**config.mk**
```make
export PLATFORM = sky130hd
export DESIGN_NAME = writeback_queue
export DESIGN_NICKNAME = d
export VERILOG_FILES = /design/src/rtl/rv_pkg.sv /design/src/rtl/load_align.sv /design/src/rtl/writeback_queue.sv
export SDC_FILE = /design/constraint.sdc
export NUM_CORES = 1
export LEC_CHECK = 0
export CELL_PAD_IN_SITES_DETAIL_PLACEMENT = 1
export CELL_PAD_IN_SITES_GLOBAL_PLACEMENT = 1
export CORE_UTILIZATION = 36
export CTS_BUF_LIST = sky130_fd_sc_hd__clkbuf_8
export DETAILED_ROUTE_END_ITERATION = 12
export GPL_TIMING_DRIVEN = 0
export PLACE_DENSITY = 0.85
export SLEW_MARGIN = 5
export SYNTH_ARGS = -nofsm -noshare
export SYNTH_HDL_FRONTEND = slang
export SYNTH_SLANG_ARGS = --single-unit
```
**constraint.sdc**
```tcl
create_clock -name clk -period 3.54 [get_ports clk]
set_input_delay 0.708 -clock clk [delete_from_list [all_inputs] [get_ports clk]]
set_output_delay 0.708 -clock clk [all_outputs]
set_load 0.005 [all_outputs]
```
**src/rtl/rv_pkg.sv**
```systemverilog
// rv_pkg: shared writeback kinds, load funct3 codes and queue entry layout
package rv_pkg;
  localparam int REG_AW = 5;
  typedef enum logic [1:0] {
    WB_NONE = 2'd0,
    WB_ALU  = 2'd1,
    WB_LOAD = 2'd2,
    WB_LINK = 2'd3
  } wb_kind_t;
  localparam logic [2:0] F3_LB  = 3'b000;
  localparam logic [2:0] F3_LH  = 3'b001;
  localparam logic [2:0] F3_LW  = 3'b010;
  localparam logic [2:0] F3_LBU = 3'b100;
  localparam logic [2:0] F3_LHU = 3'b101;
  typedef struct packed {
    logic [REG_AW-1:0] rd;
    logic [31:0]       data;
  } wb_entry_t;
endpackage

```
**src/rtl/load_align.sv**
```systemverilog
// load_align: extracts and extends the addressed byte/halfword of a load word
module load_align
  import rv_pkg::*;
(
  input  logic [2:0]  i_funct3,
  input  logic [1:0]  i_offset,
  input  logic [31:0] i_word,
  output logic [31:0] o_value
);
  logic [7:0]  w_byte;
  logic [15:0] w_half;
  // halfword selection ignores offset[0]; unknown funct3 codes pass the word through
  always_comb begin
    w_byte  = i_word[{i_offset, 3'b000} +: 8];
    w_half  = i_offset[1] ? i_word[31:16] : i_word[15:0];
    o_value = i_funct3 == F3_LB  ? {{24{w_byte[7]}}, w_byte}
            : i_funct3 == F3_LBU ? {24'h0, w_byte}
            : i_funct3 == F3_LH  ? {{16{w_half[15]}}, w_half}
            : i_funct3 == F3_LHU ? {16'h0, w_half}
            : i_funct3 == F3_LW  ? i_word
            : i_word;
  end
endmodule

```
**src/rtl/writeback_queue.sv**
```systemverilog
// writeback_queue: in-order result buffer draining into the register file write port
module writeback_queue
  import rv_pkg::*;
#(
  parameter int DEPTH        = 2,
  parameter int STARVE_LIMIT = 4
) (
  input  logic              clk,
  input  logic              reset_n,
  input  logic              in_valid,
  output logic              in_ready,
  input  logic [REG_AW-1:0] in_rd,
  input  logic [1:0]        in_kind,
  input  logic [2:0]        in_funct3,
  input  logic [1:0]        in_byte_offset,
  input  logic [31:0]       in_alu_result,
  input  logic [31:0]       in_load_word,
  input  logic [31:0]       in_pc_plus4,
  input  logic              read_request,
  input  logic [REG_AW-1:0] read_address1,
  input  logic [REG_AW-1:0] read_address2,
  output logic              read_granted,
  output logic              hazard1,
  output logic              hazard2,
  output logic [REG_AW-1:0] write_address,
  output logic [31:0]       write_data,
  output logic              write_enable,
  output logic              idle
);
  localparam int PW = $clog2(DEPTH);
  localparam int CW = PW + 1;
  localparam int SW = $clog2(STARVE_LIMIT + 1);
  wb_entry_t         r_q [DEPTH];
  logic [PW-1:0]     r_head;
  logic [PW-1:0]     r_tail;
  logic [CW-1:0]     r_count;
  logic [SW-1:0]     r_starve;
  logic              w_empty;
  logic              w_starve;
  logic              w_push;
  logic [31:0]       w_load;
  logic [31:0]       w_value;
  load_align u_align (
    .i_funct3 (in_funct3),
    .i_offset (in_byte_offset),
    .i_word   (in_load_word),
    .o_value  (w_load)
  );
  // accept/drain control; the write port only sees the registered head, never the input
  always_comb begin
    w_empty       = r_count == '0;
    w_starve      = r_starve == SW'(STARVE_LIMIT);
    in_ready      = r_count != CW'(DEPTH);
    w_push        = in_valid && in_ready && in_kind != WB_NONE && in_rd != '0;
    w_value       = in_kind == WB_ALU ? in_alu_result : in_kind == WB_LINK ? in_pc_plus4 : w_load;
    write_enable  = !w_empty && (!read_request || w_starve);
    write_address = w_empty ? '0 : r_q[r_head].rd;
    write_data    = w_empty ? '0 : r_q[r_head].data;
    read_granted  = read_request && !write_enable;
    idle          = w_empty;
  end
  // an entry is live when its distance from the head is below the occupancy
  always_comb begin
    hazard1 = 1'b0;
    hazard2 = 1'b0;
    for (int i = 0; i < DEPTH; i++) begin
      if ({1'b0, PW'(i) - r_head} < r_count) begin
        hazard1 = hazard1 || (read_address1 != '0 && r_q[i].rd == read_address1);
        hazard2 = hazard2 || (read_address2 != '0 && r_q[i].rd == read_address2);
      end
    end
  end
  // entry storage needs no reset: occupancy alone decides what is valid
  always_ff @(posedge clk) begin
    if (w_push) r_q[r_tail] <= '{rd: in_rd, data: w_value};
  end
  // pointers, occupancy and the deferral counter; reset drops anything queued
  always_ff @(posedge clk or negedge reset_n) begin
    if (!reset_n) begin
      r_head   <= '0;
      r_tail   <= '0;
      r_count  <= '0;
      r_starve <= '0;
    end else begin
      if (w_push) r_tail <= r_tail + 1'b1;
      if (write_enable) r_head <= r_head + 1'b1;
      r_count  <= r_count + CW'(w_push) - CW'(write_enable);
      r_starve <= (w_empty || write_enable) ? '0 : r_starve + 1'b1;
    end
  end
endmodule
```
Word level (Yosys, flattened, before mapping)
Memories as Yosys holds them, arrays and structs flattened.
Index checks and enable logic that the tools add are counted.
{"block": "op_classes", "n_addsub": 7, "order_cmp": 2, "eq_ne": 11, "shift": 1, "muxes": 16, "reduce_logical": 22}
{"cell": "32-bit two-way mux", "count": 7}
{"cell": "32-bit by 6-bit variable part select with 8-bit output", "count": 1}
{"cell": "5-bit == test", "count": 4}
{"cell": "16-bit two-way mux", "count": 1}
{"cell": "5-bit nonzero test", "count": 3}
{"cell": "3-bit == test, second input constant", "count": 3}
{"cell": "1-bit logical AND", "count": 9}
{"cell": "1-bit two-way mux", "count": 6}
{"cell": "5-bit two-way mux", "count": 1}
{"cell": "1-bit logical OR", "count": 4}
{"cell": "1-bit by 2-bit less-than comparator with 1-bit output", "count": 2}
{"cell": "3-bit by 1-bit adder with 3-bit output, second input constant", "count": 1}
{"cell": "3-bit by 1-bit == test with 1-bit output, second input constant", "count": 1}
{"cell": "1-bit zero test", "count": 3}
{"cell": "3-bit zero test", "count": 1}
{"cell": "3-bit two-way mux", "count": 1}
{"cell": "1-bit adder, second input constant", "count": 2}
{"cell": "2-bit by 1-bit adder with 2-bit output", "count": 1}
{"cell": "2-bit by 1-bit == test with 1-bit output, second input constant", "count": 1}
{"cell": "2-bit == test, second input constant", "count": 1}
{"cell": "2-bit zero test", "count": 1}
{"cell": "2-bit inequality test, second input constant", "count": 1}
{"cell": "2-bit nonzero test", "count": 1}
{"cell": "1-bit subtractor, first input constant", "count": 2}
{"cell": "2-bit by 1-bit subtractor with 2-bit output", "count": 1}
{"block": "totals", "regBits": 7, "mem_bits_rw": 74, "in_bits": 122, "out_inout_bits": 43, "word_cells": 64, "memories": 1}
{"name": "r_q", "depth": 2, "width": 37, "rd": 3, "rd_clocked_by_memory_dff": 0, "write_ports": 1, "line": "writeback_queue.sv:33", "text": "wb_entry_t r_q [DEPTH];"}

Longest topological paths before layout
Gate-level depths: netlist of run 1.
{"block": "logic_depth", "depth_word": 7, "mapped_depth": 9}

Cells and area by module
Synthesis of run 1 repeated with hierarchy kept, for this count alone.
{"block": "unflattened", "cells_unflattened": 463, "area_unflattened_um2": 5036.1}
{"mod": "writeback_queue", "instances": 1, "cells_per_inst": 336, "area_per_inst_um2": 4105.2}
{"mod": "load_align", "instances": 1, "cells_per_inst": 127, "area_per_inst_um2": 930.9}

Least setup slack after synthesis of run 1
Ideal clock, no wire load.
{"block": "synth_timing", "path_kind": "input port to flip-flop", "start": "input in_kind[1]", "end": "memory r_q[0][0] (netlist name) (enable)", "arrival_time_ns": 2.923, "t_required_ns": 3.109, "slack_ns": 0.186, "cell_stages": 4, "path_buffers": 2, "path_cell_list": "buf_2 > buf_2 > o2111ai_1 > nor2_1"}
{"block": "synth_between", "elab_chain_len": 5}
{"element": "from (decl)", "line": "writeback_queue.sv:13", "text": "input logic [1:0] in_kind,"}
{"element": "2-bit nonzero test", "line": "writeback_queue.sv:54", "text": "w_push = in_valid && in_ready && in_kind != WB_NONE && in_rd != '0;"}
{"element": "1-bit logical AND (2 in a row)", "line": "writeback_queue.sv:54"}
{"element": "1-bit two-way mux", "line": "writeback_queue.sv:75", "text": "if (w_push) r_q[r_tail] <= '{rd: in_rd, data: w_value};"}
{"element": "1-bit two-way mux (implied by the code)", "line": "writeback_queue.sv:75"}
{"element": "to (decl)", "line": "writeback_queue.sv:33"}
Every way passes these cells.

Worst setup path after layout of run 1
{"block": "layout_timing", "start": "input read_address1[4]", "end": "output hazard1"}
{"block": "layout_between", "elab_chain_len": 5}
{"element": "from (decl)", "line": "writeback_queue.sv:20", "text": "input logic [REG_AW-1:0] read_address1,"}
{"element": "5-bit == test / 5-bit nonzero test (equally long branches)", "line": "writeback_queue.sv:68", "text": "hazard1 = hazard1 || (read_address1 != '0 && r_q[i].rd == read_address1);"}
{"element": "1-bit logical AND", "line": "writeback_queue.sv:68"}
{"element": "1-bit two-way mux", "line": "writeback_queue.sv:67", "text": "if ({1'b0, PW'(i) - r_head} < r_count) begin"}
{"element": "1-bit logical OR", "line": "writeback_queue.sv:68"}
{"element": "1-bit two-way mux *", "line": "writeback_queue.sv:67"}
{"element": "to (decl)", "line": "writeback_queue.sv:23", "text": "output logic hazard1,"}
Every way passes the cells marked *; elsewhere a longest branch is shown, timed or not.

==> results of run 1 <==
flip-flops by register name, indices dropped and copies added (netlist names):
name,count
r_q,74
r_starve,3
r_count,2
r_head,1
r_tail,1
worst max-delay path, stage by stage:
cell and delay [ns]:
clkdlybuf4s50_1 0.54, xnor2_1 0.14, o2111ai_1 0.12, or3_1 0.38
a21oi_1 0.19, clkdlybuf4s50_1 0.52
through the flow:
stage / std cells / TNS (ns) / util, % / worst slack (ns) / hold slack, ns
floorplan: 413 / 0 / - / 0.186 / 0.412
global placement: 745 / -63.85 / 51.6 / -0.868 / 0.450
detailed placement: 747 / 0 / 52.1 / 0.225 / 0.512
CTS: 762 / 0 / 53.5 / 0.217 / 0.523
global route: 762 / 0 / 53.5 / 0.0973 / 0.531
finish: 762 / 0 / 53.5 / 0.234 / 0.502
synthesized netlist by cell type, types with 7 or more instances:
cell type	instances	area (um2)
edfxtp_1	74	2220
a21oi_1	8	40.0
nor2b_1	10	62.6
xnor2_1	11	96.3
dfrtp_1	7	175
inv_1	10	37.5
a22o_1	7	61.3
xor2_1	13	114
a22oi_1	11	82.6
clkbuf_1	11	41.3
mux2_2	9	101
buf_2	10	50.1
mux2i_1	68	681
nand2_1	32	120
nor2_1	48	180
worst max path at each step:
stage                     startpoint              endpoint  slack [ns]  cells past startpoint
floorplan                 in_kind[1]   r_q[0][0]$_DFFE_PP_        0.19                      4
global placement            in_rd[1]  r_q[0][11]$_DFFE_PP_       -0.87                      5
detailed placement  read_address1[3]               hazard1        0.23                      6
CTS                 read_address1[3]               hazard1        0.22                      6
global route        read_address1[3]               hazard1         0.1                      6
finish              read_address1[4]               hazard1        0.23                      6
metal layers:
| metal | wire length, um | up-vias |
|---|---|---|
| met5 | 0 | - |
| met4 | 100 | 0 |
| met3 | 820 | 10 |
| met1 | 6310 | 1964 |
| li1 | - | 1904 |
| met2 | 8110 | 139 |
placed cells by master, fill, tap and decap left out, drive strengths merged, types with 3 or more instances in the layout:
master | synthesis | final
clkdlybuf4s50 | 0 | 160
edfxtp | 74 | 74
mux2i | 69 | 69
nor2 | 48 | 48
nand2 | 32 | 32
clkbuf | 11 | 20
buf | 15 | 17
inv | 10 | 13
xor2 | 13 | 13
xnor2 | 11 | 11
a22oi | 11 | 11
nor2b | 10 | 10
mux2 | 10 | 10
a21oi | 9 | 9
a22o | 8 | 8
dfrtp | 7 | 7
a221o | 6 | 6
o21ai | 4 | 4
a32oi | 4 | 4
a21o | 4 | 4
o22ai | 4 | 4
a221oi | 4 | 4
o2bb2ai | 4 | 4
ha | 4 | 4
nand3 | 4 | 4
a31oi | 4 | 4
nor4 | 4 | 4
nor3 | 3 | 3
a311o | 3 | 3
o311ai | 3 | 3
and3 | 3 | 3
nand2b | 3 | 3
o221ai | 3 | 3
nor3b | 3 | 3
cell families (layout without fill, tap and decap cells):
logic type                 Yosys count  after routing
and+or+nand+nor                    113            113
AOI/OAI and AO/OA                   75             75
buffers and inverters               37            214
muxes                               79             79
DFF                                 81             81
xor gates and xnor gates            24             24
adders and majority gates            4              4
cell type report:
type | instances | area, um2 | share of cell area, %
clock buffers | 9 | 124 | 1.81
multi-input cells | 295 | 2220 | 32.5
clock inverters | 6 | 53.8 | 0.787
plain buffers | 26 | 129 | 1.88
well taps | 172 | 215 | 3.15
flip-flops and latches | 81 | 2400 | 35.1
inverters | 11 | 41.3 | 0.604
repair buffers | 162 | 1660 | 24.2
power breakdown:
part | switching, mW | internal [mW] | leakage (nW)
clock | 0.310 | 0.313 | 0.0989
sequential | 0.0922 | 1.27 | 0.769
combinational | 0.817 | 0.937 | 1.76
==> results.ini, run 1 <==
[global_route]
grt-busiest-layer = met2
grt_max_degree = 23
grt_pass1_vias = 4358
grt.overflow.total = 0
grt.met3_usage_pct = 4.17
grtUsageMet2_pct = 43.3
gr-usage-all-layers_pct = 23.3
grt_use_met1_pct = 27.9
antenna_found_initial = 0
grt_pass1_wl_um = 23400

[clocking]
cts_sinks = 81
hold_buffers = 0
clock_latency_ns = 0.34
clk_pin_slew_ns = 0.07
post-cts-setup-buffers = 0
cts-buffers-inserted = 9
clockBufferDepth = 2
cts_tree = built
cts_root_buf = clkbuf_8
cts_resized = 0
htree_levels = 3

[synth]
syn_avg_cell_area_um2 = 11.6
synth_warnings = 0
ys_seq_area_share_pct = 50.2
synth_fp_nets = 539
synthAdderAreaFrac_pct = 1.05
synth_edf_count = 74
ys_dominant_reg_cell = edfxtp_1
synth_top_family_by_area = multiplexers
synth-xor-area-share_pct = 4.40
synthMuxAreaShare_pct = 17.0
synth_cell_types = 50
syn_area_mm2 = 0.00477
async_flop_share_pct = 8.64
synth_compound_area_share_pct = 12.7
synth-simple-area-share_pct = 11.1
synth_seq_cells = 81
netlist_instances = 413

[pwr]
p_per_area_mw_per_mm2 = 547
p_leak_nw = 2.62
p_total_mw = 3.74
ir_drop_mv = 0.228

[final_layout]
fillers = 1351
n_antenna_cell = 0
drive_above_1_share_pct = 7.97
fin_nets = 712
area_delta_synth_final_pct = 43.3
final_area_mm2 = 0.00684

[die]
core_mm2 = 0.0128
initial_core_util_pct = 37.4
io_pins = 165
rows = 41
die_h_um = 117
die_area_mm2 = 0.0137
die_w_um = 117

[worst_setup_path]
r2r_start = r_count[1]$_DFF_PN0_
r2r_setup_slack_ns = 1.37
worstPathRequired_ns = 2.83
worstSetupPathType = primary input to primary output
crit_path_max_fanout = 3
start_kind = primary input
worst_ep_arrival_time_ns = 2.60
end_kind = primary output
rr_worst_depth = 4
timing.rr.end = r_q[0][10]$_DFFE_PP_

[drt]
routed_wl_um = 15300
postRouteAntennaNets = 0
route.detailed.drc = 0
vias = 4017
drtIter0Drc = 212
avgRoutedWirePerCell_um = 20.1
first_pass_iters = 5
avgViaCountPerCell = 5.27

[hold_path]
hp-class = flop to flop
worstHoldEndpoint = r_starve[0]$_DFF_PN0_
hold_depth = 1
hold_start = r_starve[0]$_DFF_PN0_

[timing]
worst_pin_slew_ns = 0.757
clock_skew_ns = 0.00454
fin_crit_ns = 3.31
maxSlewViolCount = 0
timing.slew.headroom_pct = 49.4
rsz0062_at_grt = false
fin_crit_sh_pct = 93.4
fmax_mhz = 302
finalHoldViolCount = 0
setup_viol = 0

[place]
io_buffers = 160
gp_congestion = 0.916
dp_hpwl_um = 12400
placed_area_mm2 = 0.00666

[job]
drv_cap = 0

[run_status]
status = completed

No activity file was read; power rests on OpenSTA's default activity.
==> run 2, diff against run 1 <==
Settings changed: SKIP_CTS_REPAIR_TIMING set to 1.
==> results of run 2 <==
No change in the layout: final DEF, timing and power equal those of run 1.
